$ cat src/rtl/psram_qspi_ctrl.sv
// psram_qspi_ctrl: QSPI PSRAM master. Single-beat 32-bit read (EBh) / write (38h).
// Optional macro PSRAM_CTRL_ERR_EN: flags non-contiguous wstrb and top-of-memory
// addresses as errors (no bus activity); otherwise resp_err is 0 and
// non-contiguous masks write the full word.
module psram_qspi_ctrl #(
  parameter int SCK_DIV = 1,
  parameter int CE_GAP  = 2,
  parameter int ADDR_W  = 24
) (
  input  logic              clock,
  input  logic              resetn,
  input  logic              req_valid,
  output logic              req_ready,
  input  logic              req_write,
  input  logic [ADDR_W-1:0] req_addr,
  input  logic [31:0]       req_wdata,
  input  logic [3:0]        req_wstrb,
  output logic              resp_valid,
  input  logic              resp_ready,
  output logic [31:0]       resp_rdata,
  output logic              resp_err,
  output logic              sck,
  output logic              ce_n,
  output logic [3:0]        dio_o,
  output logic [3:0]        dio_oe,
  input  logic [3:0]        dio_i
);
  // Outgoing nibble stream: 8 cmd bits (one per nibble, on dio[0]), address, data.
  localparam int SW = 32 + ADDR_W + 32;
  localparam int CW = $clog2(CE_GAP + 8) + 1;
  localparam int DW = $clog2(SCK_DIV) + 1;

  typedef enum logic [2:0] {IDLE, CMD, ADDR, WDATA, WAIT, RDATA, GAP, RESP} state_e;

  state_e        state_q;
  logic [CW-1:0] cnt_q;   // sck cycles left in state minus 1, or gap clocks left
  logic [DW-1:0] div_q;   // clocks elapsed in current sck half
  logic          hi_q;    // currently in the high half of sck
  logic          wr_q;
  logic [2:0]    nb_q;    // enabled byte count for writes
  logic [SW-1:0] sr_q;    // remaining nibbles to launch

  logic          contig, bad, nobus;
  logic [3:0]    strb;
  logic [1:0]    b0;
  logic [2:0]    nb;
  logic [7:0]    cmd;
  logic [31:0]   cmd_nib, wsh, dstr;
  logic [SW-1:0] stream;
  logic [2:0]    k;
  logic [4:0]    rd_idx;
  logic          unused_ok;

  assign unused_ok = ^req_addr[1:0];

  // Decode the incoming request into byte range, error status and bus stream.
  always_comb begin
    case (req_wstrb)
      4'b0001, 4'b0011, 4'b0111, 4'b1111, 4'b0010,
      4'b0110, 4'b1110, 4'b0100, 4'b1100, 4'b1000: contig = 1'b1;
      default:                                     contig = 1'b0;
    endcase
    strb  = (contig || req_wstrb == 4'b0000) ? req_wstrb : 4'b1111;
    nobus = req_write && (req_wstrb == 4'b0000);
`ifdef PSRAM_CTRL_ERR_EN
    bad   = (req_write && !contig && req_wstrb != 4'b0000) || (&req_addr[ADDR_W-1:2]);
`else
    bad   = 1'b0;
`endif
    b0 = 2'd0;
    if (req_write) begin
      if      (strb[0]) b0 = 2'd0;
      else if (strb[1]) b0 = 2'd1;
      else if (strb[2]) b0 = 2'd2;
      else              b0 = 2'd3;
    end
    nb  = {2'b0, strb[0]} + {2'b0, strb[1]} + {2'b0, strb[2]} + {2'b0, strb[3]};
    cmd = req_write ? 8'h38 : 8'hEB;
    cmd_nib = '0;
    for (int i = 0; i < 8; i++) cmd_nib[4*i] = cmd[i];
    // Enabled bytes go out in ascending order, each high nibble first.
    wsh  = req_wdata >> {b0, 3'b000};
    dstr = req_write ? {wsh[7:0], wsh[15:8], wsh[23:16], wsh[31:24]} : 32'h0;
    stream = {cmd_nib, req_addr[ADDR_W-1:2], b0, dstr};
    // Read nibble k lands in byte k/2, even nibbles in the upper half.
    k      = 3'd7 - cnt_q[2:0];
    rd_idx = {k[2:1], ~k[0], 2'b00};
  end

  // Transaction FSM; all pin and handshake outputs are registered here.
  always_ff @(posedge clock or negedge resetn) begin
    if (!resetn) begin
      state_q    <= IDLE;
      cnt_q      <= '0;
      div_q      <= '0;
      hi_q       <= 1'b0;
      wr_q       <= 1'b0;
      nb_q       <= '0;
      sr_q       <= '0;
      req_ready  <= 1'b0;
      resp_valid <= 1'b0;
      resp_rdata <= '0;
      resp_err   <= 1'b0;
      sck        <= 1'b0;
      ce_n       <= 1'b1;
      dio_o      <= '0;
      dio_oe     <= '0;
    end else begin
      case (state_q)
        IDLE: begin
          req_ready <= 1'b1;
          if (req_valid && req_ready) begin
            req_ready  <= 1'b0;
            wr_q       <= req_write;
            nb_q       <= nb;
            resp_rdata <= '0;
            resp_err   <= 1'b0;
            div_q      <= '0;
            hi_q       <= 1'b0;
            if (bad || nobus) begin
              state_q    <= RESP;
              resp_valid <= 1'b1;
              resp_err   <= bad;
            end else begin
              state_q <= CMD;
              cnt_q   <= CW'(7);
              ce_n    <= 1'b0;
              sr_q    <= stream << 4;
              dio_o   <= stream[SW-1 -: 4];
              dio_oe  <= 4'b0001;
            end
          end
        end
        CMD, ADDR, WDATA, WAIT, RDATA: begin
          if (div_q != DW'(SCK_DIV - 1)) begin
            div_q <= div_q + 1'b1;
          end else begin
            div_q <= '0;
            if (!hi_q) begin
              // End of low half: rise sck, capture read nibble.
              hi_q <= 1'b1;
              sck  <= 1'b1;
              if (state_q == RDATA) resp_rdata[rd_idx +: 4] <= dio_i;
            end else begin
              // End of high half: fall sck and launch the next nibble.
              hi_q  <= 1'b0;
              sck   <= 1'b0;
              sr_q  <= sr_q << 4;
              dio_o <= sr_q[SW-1 -: 4];
              if (cnt_q != '0) begin
                cnt_q <= cnt_q - 1'b1;
              end else begin
                case (state_q)
                  CMD: begin
                    state_q <= ADDR;
                    cnt_q   <= CW'(ADDR_W/4 - 1);
                    dio_oe  <= 4'b1111;
                  end
                  ADDR: begin
                    if (wr_q) begin
                      state_q <= WDATA;
                      cnt_q   <= CW'({nb_q, 1'b0} - 4'd1);
                    end else begin
                      state_q <= WAIT;
                      cnt_q   <= CW'(6);
                      dio_oe  <= 4'b0000;
                      dio_o   <= 4'b0000;
                    end
                  end
                  WAIT: begin
                    state_q <= RDATA;
                    cnt_q   <= CW'(7);
                  end
                  default: begin
                    state_q <= GAP;
                    cnt_q   <= CW'(CE_GAP - 1);
                    ce_n    <= 1'b1;
                    dio_oe  <= 4'b0000;
                    dio_o   <= 4'b0000;
                  end
                endcase
              end
            end
          end
        end
        GAP: begin
          if (cnt_q == '0) begin
            state_q    <= RESP;
            resp_valid <= 1'b1;
          end else begin
            cnt_q <= cnt_q - 1'b1;
          end
        end
        RESP: begin
          if (resp_ready) begin
            resp_valid <= 1'b0;
            state_q    <= IDLE;
            req_ready  <= 1'b1;
          end
        end
        default: state_q <= IDLE;
      endcase
    end
  end
endmodule

$ cat config.mk
export PLATFORM = sky130hd
export DESIGN_NAME = psram_qspi_ctrl
export DESIGN_NICKNAME = d
export VERILOG_FILES = /design/src/rtl/psram_qspi_ctrl.sv
export SDC_FILE = /design/constraint.sdc
export NUM_CORES = 1
export LEC_CHECK = 0
export ABC_AREA = 1
export BUFFER_PORTS_ARGS = -buffer_cell sky130_fd_sc_hd__buf_4
export CELL_PAD_IN_SITES_DETAIL_PLACEMENT = 2
export CELL_PAD_IN_SITES_GLOBAL_PLACEMENT = 2
export CORE_MARGIN = 2
export CORE_UTILIZATION = 30
export CTS_CLUSTER_SIZE = 25
export DETAILED_ROUTE_END_ITERATION = 8
export PLACE_DENSITY = 0.85
export SLEW_MARGIN = 40
export SYNTH_ARGS = -nofsm -noshare
export SYNTH_HDL_FRONTEND = slang
export SYNTH_SLANG_ARGS = --single-unit
export TNS_END_PERCENT = 30
$ cat constraint.sdc
create_clock -name clock -period 5.9 [get_ports clock]
set_input_delay 0.885 -clock clock [delete_from_list [all_inputs] [get_ports clock]]
set_output_delay 0.885 -clock clock [all_outputs]
set_load 0.005 [all_outputs]
# Yosys cells after proc, flatten, opt, wreduce, memory -nomap -nowiden
# Memory sizes are Yosys's and may differ from the RTL's.
# Index checks and enable logic that the tools add are counted.
totals:
  memories: 1
  romBits: 16
  in_bits: 69
  word_cells: 149
  regBits: 146
  out_inout_bits: 45
op_classes:
  n_bitwise: 2
  muxes: 74
  n_eq_ne: 21
  n_reduce_logical: 26
  add_sub_neg: 8
  shifts: 3
mem_list:
  columns: ["name", "depth", "width", "read_ports", "rd_clocked_by_memory_dff", "wr", "line_no", "text"]
  rows:
  - ["(no name shown)", 16, 1, 1, 0, 0, "58", "case (req_wstrb)"]
op_table:
  columns: ["cell", "n"]
  rows:
  - ["two-way mux 88 bit", 4]
  - ["one-hot mux 88 bit (2 select lines)", 1]
  - ["two-way mux 32 bit", 5]
  - ["one-hot mux 32 bit (2 select lines)", 1]
  - ["two-way mux 4 bit", 13]
  - ["two-way mux 5 bit", 7]
  - ["bitwise mux 32 bit", 1]
  - ["variable shift 4 x 7 -> 32 bit (first input constant)", 1]
  - ["indexed part select 4 x 7 -> 32 bit", 1]
  - ["right shift 32 x 5 -> 32 bit", 1]
  - ["one-hot mux 5 bit (3 select lines)", 2]
  - ["!= test 2 bit (second input constant)", 13]
  - ["two-way mux 3 bit", 8]
  - ["one-hot mux 4 bit (2 select lines)", 3]
  - ["two-way mux 1 bit", 17]
  - ["AND reduction 5 bit", 3]
  - ["== test 3 bit (second input constant)", 4]
  - ["one-hot mux 3 bit (4 select lines)", 1]
  - ["one-hot mux 4 bit (3 select lines)", 1]
  - ["AND reduction 6 bit", 2]
  - ["one-hot mux 3 bit (3 select lines)", 1]
  - ["two-way mux 8 bit", 1]
  - ["one-hot mux 1 bit (2 select lines)", 4]
  - ["AND reduction 2 bit", 4]
  - ["28 further kinds", 35]

# Depth between registers and ports, before layout
depth:
  ltp_word: 12
  ltp_mapped: 12
  mapped_depth_nobuf: 12

# Worst setup path before layout
# OpenSTA, ideal clock, no wires.
synth_path:
  kind: "input -> register"
  start: "input req_wstrb[3]"
  end: "register nb_q[1]"
  setup_slack_ns: 3.321
  path_stages: 8
  t_arrival_ns: 2.453
  setup_time_ns: 0.126
  path_buffers: 1
  required_ns: 5.774
  path_cell_list: "a31oi_4 -> buf_4 -> inv_1 -> fa_1 -> ha_1 -> ha_1 -> nand2_1 -> o21ai_0"
synth_via:
  elab_chain_len: 6
  elab_cells_between_ends: 7
  cone_classes: "add/sub: 3; mux: 1; reduce/logical: 2; memory: 1"
synth_rtl:
  columns: ["element", "line_no", "text"]
  rows:
  - ["start, declared", "17", "input logic [3:0] req_wstrb,"]
  - ["memory read (16 x 1 bit) or logical NOT 4 bit (tied branches)", null, null]
  - ["logical OR 1 bit", "63", "strb = (contig || req_wstrb == 4'b0000) ? req_wstrb : 4'b1111;"]
  - ["two-way mux 4 bit *", "63", null]
  - ["adder 1 x 1 -> 2 bit", "77", "nb = {2'b0, strb[0]} + {2'b0, strb[1]} + {2'b0, strb[2]} + {2'b0, strb[3]};"]
  - ["adder 2 x 1 -> 3 bit", "77", null]
  - ["adder 3 x 1 -> 3 bit *", "77", null]
  - ["net nb[1]", "46", "logic [2:0] nb;"]
  - ["end signal, assigned", "115", "nb_q <= nb;"]
  - ["end, declared", "40", "logic [2:0] nb_q;"]
# Mark *: on every way through the listed nets, which the timed path passes. The rest lies on a longest branch.
# A chain may end at the register's enable or synchronous reset.

# Worst setup path after layout
layout_path:
  start: "register state_q[2]"
  end: "register sr_q[33]"
layout_via:
  elab_chain_len: 4
  elab_cells_between_ends: 14
  cone_classes: "eq/ne: 9; mux: 1; reduce/logical: 4"
layout_rtl:
  columns: ["element", "line_no", "text"]
  rows:
  - ["start, declared", "35", "state_e state_q;"]
  - ["start signal, assigned", "93", "state_q <= IDLE;"]
  - ["start signal, assigned", "121", "state_q <= RESP;"]
  - ["start signal, assigned", "125", "state_q <= CMD;"]
  - ["== test 3 bit (tied with other cells)", "109", "case (state_q)"]
  - ["OR reduction 5 bit", "109", null]
  - ["!= test 2 bit (no source line) or nonzero test 2 bit (tied branches)", null, null]
  - ["AND reduction 5 bit (no source line)", null, null]
  - ["end signal, assigned", "128", "sr_q <= stream << 4;"]
  - ["end signal, assigned", "148", "sr_q <= sr_q << 4;"]
  - ["end, declared", "41", "logic [SW-1:0] sr_q;"]
# Several ways; a longest one is shown, not always the timed one.

==> impl_metrics.ini <==
[logic_synthesis]
synth_edf_count = 0
synth_warnings = 0
async_flop_share_pct = 100.0
yosysUniqueCellTypes = 42
synth_area_leaders = dfrtp_1, nand2_1, nand3_1, inv_1, o21ai_0
synth_seq_cells = 139
ys_seq_area_share_pct = 46.75
ys_top_cells_by_count = nand2_1, dfrtp_1, nand3_1
synth_top_area_share_pct = 46.39
syn_area_per_cell_um2 = 7.944
syn-cell-area_mm2 = 0.007443
synth.most_common_cell = nand2_1
synth_nets = 1017
synth_ff_type = dfrtp_1
synth_top_area_cell = dfrtp_1
synthesis.instances = 937

[routing]
firstDrtPassIters = 4
drtAntennaViolNets = 0
via_per_inst = 5.029
wl_per_cell_um = 17.37
vias = 6839
wl_mm = 23.62
drt_iter0_drc = 279
drcViolationCount = 0

[placement]
gp_congestion = 0.7947
hpwl_mm = 16.06
portBuffers = 110

[timing]
fin_hold_ws_ns = 0.4741
fin_crit_ns = 2.983
clock_skew_ns = 0.005704
rsz0062_at_grt = false
max_slew_margin_pct = 45.52
drv_slew = 0
setup_viol = 0
fin_crit_sh_pct = 50.56
fin_setup_tns_ns = 0
hold_viol = 0
worstMarginPinSlew_ns = 0.8172
fmax_mhz = 335.2

[setup_path]
r2r_start = state_q[2]
rr_endpoint = sr_q[33]
crit_path_max_fanout = 73
r2r_setup_slack_ns = 2.92
setup.worst_path.start_class = flip-flop
rr_worst_depth = 10
crit_required_ns = 6.22
critPathArrivalTime_ns = 3.30
worstSetupPathType = reg -> reg
cp-end-kind = flip-flop

[clocking]
clock_latency_ns = 0.42
postCtsHoldBufs = 0
cts-resized-gates = 0
post-cts-setup-buffer-count = 0
path_clk_slew_ns = 0.06
clock-sinks = 139
cts_tree = built
cts.path.max_buffers = 2
htree_levels = 4
numCtsBuffers = 17
cts-root-buf = clkbuf_16

[global_route]
track_usage_pct = 19.00
overflow = 0
grt_pass1_wl_mm = 40.18
grt_pass1_vias = 7683
antenna_found_initial = 0
grt_max_degree = 93

[final_layout]
area_growth_pct = 21.43
drive_above_1_share_pct = 17.66
fin_nets = 1103
num_antenna_cells = 0

[power_and_ir_drop]
vdd.ir_drop.worst_uv = 262.3
p_total_mw = 5.157
p_leak_nw = 4.425
power_density_mw_per_mm2 = 570.6

[floorplan]
dieWidth_um = 161.5
initial_core_util_pct = 30.61
die-area_mm2 = 0.02609
placementRows = 57
die_h_um = 161.5
ios = 114
core_mm2 = 0.02432

[min_path]
hold_class = in -> async

[outcome]
outcome = completed

[job]
cap_viol_max_count = 0
==> layout by cell type (no fill, tap or decap), drive strengths merged <==
master and instances:
xor2 2, nor2 66, a21boi 1, clkinv 5, o31ai 17, nand2 230, fa 1, nand3b 6
o21ai 98, a22oi 1, nand4 15, buf 114, a31oi 7, dfstp 1, o211ai 19, clkinvlp 3
conb 1, or2 1, bufinv 4, a21oi 24, xnor2 1, inv 117, clkbuf 21, nand3 122
nor3 7, o22ai 4, dfrtp 138, ha 10
==> critical path: stages, from the launching register on <==
cell and delay, ns:
dfrtp_1 0.48, inv_2 0.12, nand2_4 0.13, nand2_4 0.36, inv_2 0.47, buf_4 0.72, nor2_4 0.16, nand3_1 0.17
nand3_1 0.10, nand2_1 0.07, inv_1 0.04
==> power by group <==
group	internal (mW)	switching (mW)	leakage (nW)	total, mW
clock network	0.740	0.416	0.305	1.16
registers	1.35	0.227	1.78	1.58
logic	0.751	1.67	2.34	2.42
==> registers in the layout (all words and copies together) (netlist names), 2 cells and up <==
register	cells
nb_q	3
cnt_q	5
sr_q	84
dio_o	4
resp_rdata	32
state_q	3
dio_oe	2
==> logic make-up after synthesis <==
logic type      Yosys count  share of synthesized area [%]
simple gates            447                          27.27
xor+xnor                  3                         0.3531
other cells               1                        0.05038
compound gates          171                          13.36
buf+inv                 165                          10.27
flops                   139                          46.75
fa+ha+maj                11                          1.950
==> routing by layer <==
metal | GRT usage [%] | wire length [µm] | up-vias
met1 | 25.59 | 11270 | 3477
met4 | 5.357 | 271 | 0
li1 | - | - | 3234
met3 | 3.056 | 660 | 22
met5 | 0 | 0 | -
met2 | 31.66 | 11420 | 106
==> through the flow <==
stage               util [%]  worst slack (ns)  cell area [µm²]  std cells
floorplan                  -             3.321             7443        937
finish                 37.17             2.917             9039       1360
global route           37.17             2.642             9039       1360
CTS                    37.10             2.874             9024       1359
detailed placement     34.49             2.593             8387       1327
global placement       34.47             2.682             8383       1327
==> layout make-up <==
class,count,area (µm²)
clock buffer,21,470.5
sequential,139,3480
timing repair buffer,114,870.8
tap,324,405.4
fill,2794,15280
inverter,118,446.7
multi-input combinational,633,3199
clock inverter,11,166.4
==> worst max path at each step <==
stage	cells past startpoint	slack (ns)	end	start
global placement	8	2.68	sr_q[10]	req_wstrb[1]
floorplan	8	3.32	nb_q[1]	req_wstrb[3]
CTS	10	2.87	sr_q[35]	state_q[2]
detailed placement	8	2.59	sr_q[10]	req_wstrb[1]
finish	10	2.92	sr_q[33]	state_q[2]
global route	10	2.64	sr_q[33]	state_q[2]
(Power assumes the default switching activity.)
